`src/rtl/fft_pkg.sv`:
```
// Shared types and helpers for the radix-2 FFT stage engine.
package fft_pkg;

    typedef enum logic [1:0] {LOAD, COMPUTE, FLUSH, UNLOAD} state_t;

    localparam int unsigned MAX_IDX_W = 16;

    // Index width for a counter spanning n values (never narrower than 1 bit).
    function automatic int unsigned idx_w(input int unsigned n);
        return (n > 1) ? $clog2(n) : 1;
    endfunction

    // Reverse the low 'bits' bits of v.
    function automatic logic [MAX_IDX_W-1:0] bitrev(input logic [MAX_IDX_W-1:0] v,
                                                    input int unsigned bits);
        logic [MAX_IDX_W-1:0] r;
        r = {<<{v}};
        return r >> (MAX_IDX_W - bits);
    endfunction

endpackage

```
`src/rtl/fft_bfly2.sv`:
```
// One complex radix-2 butterfly: y0 = a + b, y1 = a - b, widened by one bit.
module fft_bfly2 #(
    parameter int unsigned DW = 16
) (
    input  logic [2*DW-1:0]     a,
    input  logic [2*DW-1:0]     b,
    output logic [2*(DW+1)-1:0] y0_c,
    output logic [2*(DW+1)-1:0] y1_c
);

    logic signed [DW:0] ar, ai, br, bi;

    assign ar = {a[2*DW-1], a[2*DW-1:DW]};
    assign ai = {a[DW-1],   a[DW-1:0]};
    assign br = {b[2*DW-1], b[2*DW-1:DW]};
    assign bi = {b[DW-1],   b[DW-1:0]};

    assign y0_c = {ar + br, ai + bi};
    assign y1_c = {ar - br, ai - bi};

endmodule

```
`src/rtl/fft_stage_engine.sv`:
```
// Frame-buffered radix-2 stage: load N_PTS samples, run N_BFLY butterflies per
// cycle over bit-reversed operands, then stream results out in natural order.
module fft_stage_engine
    import fft_pkg::*;
#(
    parameter int unsigned N_PTS  = 32,
    parameter int unsigned N_BFLY = 4,
    parameter int unsigned DW     = 16
) (
    input  logic                 clk,
    input  logic                 reset,
    input  logic                 in_valid,
    output logic                 in_ready,
    input  logic [2*DW-1:0]      in_data,
    output logic                 out_valid,
    input  logic                 out_ready,
    output logic [2*(DW+1)-1:0]  out_data,
    output logic                 out_last,
    output logic                 busy,
    output logic                 done
);

    localparam int unsigned IW    = idx_w(N_PTS);
    localparam int unsigned N_CYC = N_PTS / (2 * N_BFLY);
    localparam int unsigned CW    = idx_w(N_CYC);
    localparam int unsigned OW    = 2 * (DW + 1);

    state_t          state, state_n;
    logic [IW-1:0]   wr_idx, wr_n, rd_idx, rd_n;
    logic [CW-1:0]   cyc, cyc_n;
    logic            in_fire, out_fire;
    logic            in_ready_n, out_valid_n, out_last_n, busy_n, done_n;

    logic [2*DW-1:0] in_buf  [N_PTS];
    logic [OW-1:0]   out_buf [N_PTS];

    logic            pipe_valid;
    logic [IW-1:0]   pipe_m;
    logic [OW-1:0]   pipe_y0 [N_BFLY];
    logic [OW-1:0]   pipe_y1 [N_BFLY];
    logic [OW-1:0]   y0_c    [N_BFLY];
    logic [OW-1:0]   y1_c    [N_BFLY];
    logic [IW-1:0]   w_idx0  [N_BFLY];
    logic [IW-1:0]   w_idx1  [N_BFLY];
    logic [OW-1:0]   out_data_n;

    assign in_fire  = in_valid  && (state == LOAD);
    assign out_fire = out_ready && (state == UNLOAD);

    // State and registered status outputs.
    always_ff @(posedge clk) begin
        if (reset) begin
            state     <= LOAD;
            wr_idx    <= '0;
            rd_idx    <= '0;
            cyc       <= '0;
            in_ready  <= 1'b1;
            out_valid <= 1'b0;
            out_last  <= 1'b0;
            busy      <= 1'b0;
            done      <= 1'b0;
        end else begin
            state     <= state_n;
            wr_idx    <= wr_n;
            rd_idx    <= rd_n;
            cyc       <= cyc_n;
            in_ready  <= in_ready_n;
            out_valid <= out_valid_n;
            out_last  <= out_last_n;
            busy      <= busy_n;
            done      <= done_n;
        end
    end

    // Next-state, counters and next values of the status outputs.
    always_comb begin
        state_n = state;
        wr_n    = wr_idx;
        rd_n    = rd_idx;
        cyc_n   = cyc;
        case (state)
            LOAD: begin
                if (in_fire) begin
                    if (wr_idx == IW'(N_PTS - 1)) begin
                        wr_n    = '0;
                        cyc_n   = '0;
                        state_n = COMPUTE;
                    end else begin
                        wr_n = wr_idx + 1'b1;
                    end
                end
            end
            COMPUTE: begin
                if (cyc == CW'(N_CYC - 1)) begin
                    cyc_n   = '0;
                    state_n = FLUSH;
                end else begin
                    cyc_n = cyc + 1'b1;
                end
            end
            FLUSH: begin
                rd_n    = '0;
                state_n = UNLOAD;
            end
            UNLOAD: begin
                if (out_fire) begin
                    if (rd_idx == IW'(N_PTS - 1)) begin
                        rd_n    = '0;
                        state_n = LOAD;
                    end else begin
                        rd_n = rd_idx + 1'b1;
                    end
                end
            end
        endcase
        in_ready_n  = (state_n == LOAD);
        out_valid_n = (state_n == UNLOAD);
        out_last_n  = (state_n == UNLOAD) && (rd_n == IW'(N_PTS - 1));
        busy_n      = (state_n != LOAD);
        done_n      = out_fire && (rd_idx == IW'(N_PTS - 1));
    end

    for (genvar u = 0; u < N_BFLY; u++) begin : g_bfly
        logic [IW-1:0] m_idx, a_idx, b_idx;

        assign m_idx = IW'(int'(cyc) * N_BFLY + u);
        assign a_idx = IW'(bitrev(MAX_IDX_W'({m_idx[IW-2:0], 1'b0}), IW));
        assign b_idx = a_idx + IW'(N_PTS / 2);

        fft_bfly2 #(.DW(DW)) u_bfly (
            .a    (in_buf[a_idx]),
            .b    (in_buf[b_idx]),
            .y0_c (y0_c[u]),
            .y1_c (y1_c[u])
        );

        assign w_idx0[u] = IW'((int'(pipe_m) + u) * 2);
        assign w_idx1[u] = w_idx0[u] | IW'(1);
    end

    always_ff @(posedge clk) begin
        if (reset) begin
            pipe_valid <= 1'b0;
        end else begin
            pipe_valid <= (state == COMPUTE);
        end
    end

    // Datapath storage; buffer contents are intentionally left unreset.
    always_ff @(posedge clk) begin
        pipe_m <= IW'(int'(cyc) * N_BFLY);
        for (int unsigned u = 0; u < N_BFLY; u++) begin
            pipe_y0[u] <= y0_c[u];
            pipe_y1[u] <= y1_c[u];
        end
        if (in_fire) begin
            in_buf[wr_idx] <= in_data;
        end
        if (pipe_valid) begin
            for (int unsigned u = 0; u < N_BFLY; u++) begin
                out_buf[w_idx0[u]] <= pipe_y0[u];
                out_buf[w_idx1[u]] <= pipe_y1[u];
            end
        end
        out_data <= out_data_n;
    end

    // Forward a same-edge out_buf write so out_data can be registered.
    always_comb begin
        out_data_n = out_buf[rd_n];
        for (int unsigned u = 0; u < N_BFLY; u++) begin
            if (pipe_valid && (w_idx0[u] == rd_n)) out_data_n = pipe_y0[u];
            if (pipe_valid && (w_idx1[u] == rd_n)) out_data_n = pipe_y1[u];
        end
    end

endmodule

```
`config.mk`:
```
export PLATFORM = sky130hd
export DESIGN_NAME = fft_stage_engine
export DESIGN_NICKNAME = d
export VERILOG_FILES = /design/src/rtl/fft_pkg.sv /design/src/rtl/fft_bfly2.sv /design/src/rtl/fft_stage_engine.sv
export SDC_FILE = /design/constraint.sdc
export NUM_CORES = 2
export LEC_CHECK = 0
export ABC_AREA = 1
export CORE_MARGIN = 2
export CORE_UTILIZATION = 57
export DETAILED_ROUTE_END_ITERATION = 8
export PLACE_DENSITY_LB_ADDON = 0.25
export REMOVE_ABC_BUFFERS = 1
export SLEW_MARGIN = 0
export SYNTH_ARGS = -nofsm -noshare
export SYNTH_HDL_FRONTEND = slang
export SYNTH_SLANG_ARGS = --single-unit
```
`constraint.sdc`:
```
create_clock -name clk -period 18.58 [get_ports clk]
set_input_delay 3.716 -clock clk [delete_from_list [all_inputs] [get_ports clk]]
set_output_delay 3.716 -clock clk [all_outputs]
set_load 0.05 [all_outputs]
```
==> impl_metrics.xml <==
<?xml version="1.0" encoding="UTF-8"?>
<metrics>
  <group name="die">
    <metric name="initial_utilization" unit="">0.574</metric>
    <metric name="ioPinCount" unit="">75</metric>
    <metric name="row_count" unit="">155</metric>
    <metric name="die-width" unit="µm">429</metric>
    <metric name="die_area" unit="µm²">184000</metric>
    <metric name="standard_cell_core_area" unit="µm²">179000</metric>
    <metric name="floorplan.die.height" unit="µm">429</metric>
  </group>
  <group name="outcome">
    <metric name="status" unit="">finished clean</metric>
  </group>
  <group name="sta">
    <metric name="worstMarginPinSlew" unit="ns">1.48</metric>
    <metric name="hold_ws" unit="ns">0.472</metric>
    <metric name="setup_viol" unit="">0</metric>
    <metric name="drv_slew" unit="">0</metric>
    <metric name="final.period_utilization" unit="">0.539</metric>
    <metric name="achievable-frequency" unit="MHz">99.8</metric>
    <metric name="unrepaired_setup_endpoints_after_global_routing" unit="">false</metric>
    <metric name="slew_headroom" unit="">0.0106</metric>
    <metric name="report.final.hold_viol_count" unit="">0</metric>
    <metric name="timing.final.crit_period" unit="ns">10.02</metric>
    <metric name="worst_clock_skew" unit="ns">0.0510</metric>
  </group>
  <group name="critical_path">
    <metric name="cpMaxStageDelayCell" unit="">buf_4</metric>
    <metric name="critPathMostFrequentCell" unit="">nand2_1</metric>
    <metric name="timing_worst_setup_path_type" unit="">reg -&gt; out</metric>
    <metric name="rr_worst_depth" unit="">13</metric>
    <metric name="timing.reg2reg.setup_slack" unit="ns">13.03</metric>
    <metric name="cp_slowest_stage_delay" unit="ns">0.89</metric>
    <metric name="timing.critical_path.from_type" unit="">flip-flop</metric>
    <metric name="end_kind" unit="">output port</metric>
    <metric name="worstPathArrival" unit="ns">6.30</metric>
    <metric name="critical_path.reg2reg.startpoint" unit="">cyc[0]</metric>
    <metric name="endpoint" unit="">out_data[27]</metric>
    <metric name="worstReg2RegEnd" unit="">pipe_y0[3][24]</metric>
    <metric name="worst-path-max-fanout" unit="">237</metric>
    <metric name="cp_cell_sequence" unit="">inv_16, buf_4, buf_4, buf_4, nand2_1, nand3_1, nand3_1, nand2_1, nand2_1, nand2_1, nand2_1, nand2_1, clkdlybuf4s50_1</metric>
    <metric name="cp_data_required_time" unit="ns">14.86</metric>
  </group>
  <group name="synthesis">
    <metric name="syn-mean-instance-area" unit="µm²">10.8</metric>
    <metric name="synth-seq-cells" unit="">2373</metric>
    <metric name="ys.warnings.count" unit="">0</metric>
    <metric name="synth.lib_cells_used.distinct" unit="">35</metric>
    <metric name="synthesis.area" unit="µm²">103000</metric>
    <metric name="synth-seq-area-share" unit="">0.665</metric>
    <metric name="syn_inst" unit="">9529</metric>
  </group>
  <group name="clocking">
    <metric name="cts.reportedPaths.clkPinSlew" unit="ns">0.06</metric>
    <metric name="holdBufCountCts" unit="">0</metric>
    <metric name="postCtsSetupRepairBufs" unit="">0</metric>
    <metric name="worstSkewPairLatency" unit="ns">0.89</metric>
    <metric name="cts_sinks" unit="">2373</metric>
    <metric name="clk_path_buf_depth" unit="">3</metric>
    <metric name="cts.htree.levels" unit="">4</metric>
    <metric name="cts_buffers" unit="">225</metric>
    <metric name="cts_root_buffer" unit="">clkbuf_16</metric>
    <metric name="post_cts_resized" unit="">0</metric>
    <metric name="tritoncts" unit="">done</metric>
  </group>
  <group name="pwr">
    <metric name="power.static_leakage" unit="nW">43.9</metric>
    <metric name="p_switching" unit="mW">2.19</metric>
    <metric name="power.share.switching" unit="">0.203</metric>
    <metric name="p_seq_frac" unit="">0.544</metric>
    <metric name="internal_power" unit="mW">8.58</metric>
    <metric name="comb_power_share" unit="">0.020</metric>
    <metric name="worst_ir_drop_vdd" unit="mV">0.106</metric>
    <metric name="power-per-cell-area" unit="nW/µm²">95.4</metric>
    <metric name="clock_power_share" unit="">0.436</metric>
  </group>
  <group name="global_route">
    <metric name="overall_global_routing_usage" unit="">0.298</metric>
    <metric name="grt_max_degree" unit="">250</metric>
    <metric name="grt_pass1_vias" unit="">66094</metric>
    <metric name="gr-total-overflow" unit="">0</metric>
    <metric name="antenna_violations_before_repair" unit="">41</metric>
    <metric name="grt_first_pass_wirelength" unit="mm">412</metric>
  </group>
  <group name="drt">
    <metric name="post_drt_wl_per_cell" unit="µm">23.0</metric>
    <metric name="avgViaCountPerCell" unit="">5.85</metric>
    <metric name="drt_iter0_markers" unit="">9837</metric>
    <metric name="routed_wl" unit="mm">276</metric>
    <metric name="detail-route-antenna-nets" unit="">0</metric>
    <metric name="route.vias.total" unit="">70369</metric>
    <metric name="first_pass_iters" unit="">8</metric>
    <metric name="post-route-drc-count" unit="">0</metric>
  </group>
  <group name="flow_run">
    <metric name="drv.max_cap_violation_count" unit="">0</metric>
  </group>
  <group name="final_layout">
    <metric name="final_cell_mix" unit="">nand2_1, edfxtp_1, nand3_1, inv_1, nor2_1</metric>
    <metric name="syn_to_final_growth" unit="%">9.89</metric>
    <metric name="drive_above_1_share" unit="">0.0557</metric>
    <metric name="fillers" unit="">13947</metric>
    <metric name="layout_commonest_cell" unit="">nand2_1</metric>
    <metric name="finish.utilization" unit="">0.631</metric>
    <metric name="final_net_count" unit="">9771</metric>
  </group>
  <group name="placement">
    <metric name="gp_routability_congestion" unit="">0.941</metric>
    <metric name="hpwl" unit="mm">180</metric>
    <metric name="placement.io_buffers" unit="">74</metric>
  </group>
  <group name="worst_hold_path">
    <metric name="min-delay-path-class" unit="">reg -&gt; reg</metric>
  </group>
</metrics>
==> cells in the mapped netlist, drive strengths merged <==
cell	instances	area (µm²)
dfxtp	293	5870
nor3	86	430
fa	16	320
edfxtp	2080	62500
clkinv	3	16.3
buf	344	1940
xor2	84	736
xnor2	28	245
o31ai	1	7.51
nand2	2916	10900
o21ai	368	1840
nor2	604	2270
o22ai	122	763
inv	626	2350
clkbuf	142	533
nand4	58	363
a21oi	328	1650
ha	264	3300
o21bai	43	323
nand3	950	4760
or2	3	18.8
nand3b	16	120
a32oi	136	1340
and2	9	56.3
o211ai	9	67.6
==> power groups by stage <==
stage	clock network [mW]	registers, mW	logic (mW)
2_1_floorplan	0	5.95	0.0950
3_3_place_gp	0	5.97	0.209
3_5_place_dp	0	5.97	0.212
4_1_cts	4.74	5.86	0.214
5_1_grt	4.94	5.86	0.233
6_report	4.70	5.86	0.216
==> worst min-delay path by stage <==
stage / startpoint / end / slack [ns] / cells past startpoint
after floorplan: pipe_y1[0][0] / out_buf[0][0] / 0.44 / 0
after global placement: pipe_y1[3][15] / out_buf[23][15] / 0.45 / 0
after detailed placement: pipe_y0[0][28] / out_buf[0][28] / 0.46 / 0
after CTS: pipe_y0[0][28] / out_buf[8][28] / 0.47 / 0
after global routing: pipe_y1[3][15] / out_buf[31][15] / 0.49 / 0
final: pipe_y0[2][2] / out_buf[12][2] / 0.47 / 0
==> stage by stage <==
stage / setup TNS, ns / total power, mW / worst slack [ns] / cells / instance area, µm²
after global routing: 0 / 11.0 / 8.02 / 12013 / 113000
after global placement: 0 / 6.18 / 9.48 / 11583 / 105000
after detailed placement: 0 / 6.18 / 9.37 / 11583 / 105000
after CTS: 0 / 10.8 / 8.38 / 12012 / 113000
after floorplan: -786.45 / 6.05 / -0.725 / 9043 / 100000
final: 0 / 10.8 / 8.56 / 12020 / 113000
==> flip-flops by register name, indices dropped and copies added (netlist names), 2 cells and up, named ones only <==
name,count
out_buf,1056
pipe_m,2
state,2
in_buf,1024
rd_idx,5
pipe_y1,135
pipe_y0,129
cyc,2
wr_idx,5
==> worst max-delay path, delay by kind of cell (launching register included) <==
family        cells  cell delay [ns]
buf+inv           5             3.85
simple gates      8             0.81
flops             1             0.57
==> cells by family after synthesis <==
family | share of synthesized area
adders and majority gates | 0.0353
xor gates and xnor gates | 0.00955
AOI/OAI and AO/OA | 0.0583
and+or+nand+nor | 0.185
DFF | 0.665
buffers and inverters | 0.0472
==> metal layers <==
metal	up-vias	routed length, µm	part of all wire	GRT usage
li1	32546	-	-	-
met4	16	5840	0.021	0.0706
met2	3249	121000	0.44	0.443
met5	-	102	0.00037	0
met3	410	29700	0.11	0.0594
met1	34148	119000	0.43	0.452
==> area by class of cell <==
class,instances,area (µm²),area share
well taps,2355,2950,0.0261
diodes,8,20.0,0.000177
multi-input cells,6041,29800,0.264
flip-flops and latches,2373,68400,0.606
clock inverters,108,1290,0.0114
inverters,629,2410,0.0213
clock buffers,321,6420,0.0568
repair buffers,185,1640,0.0145
Note: power is estimated with default switching activity, not from simulation.
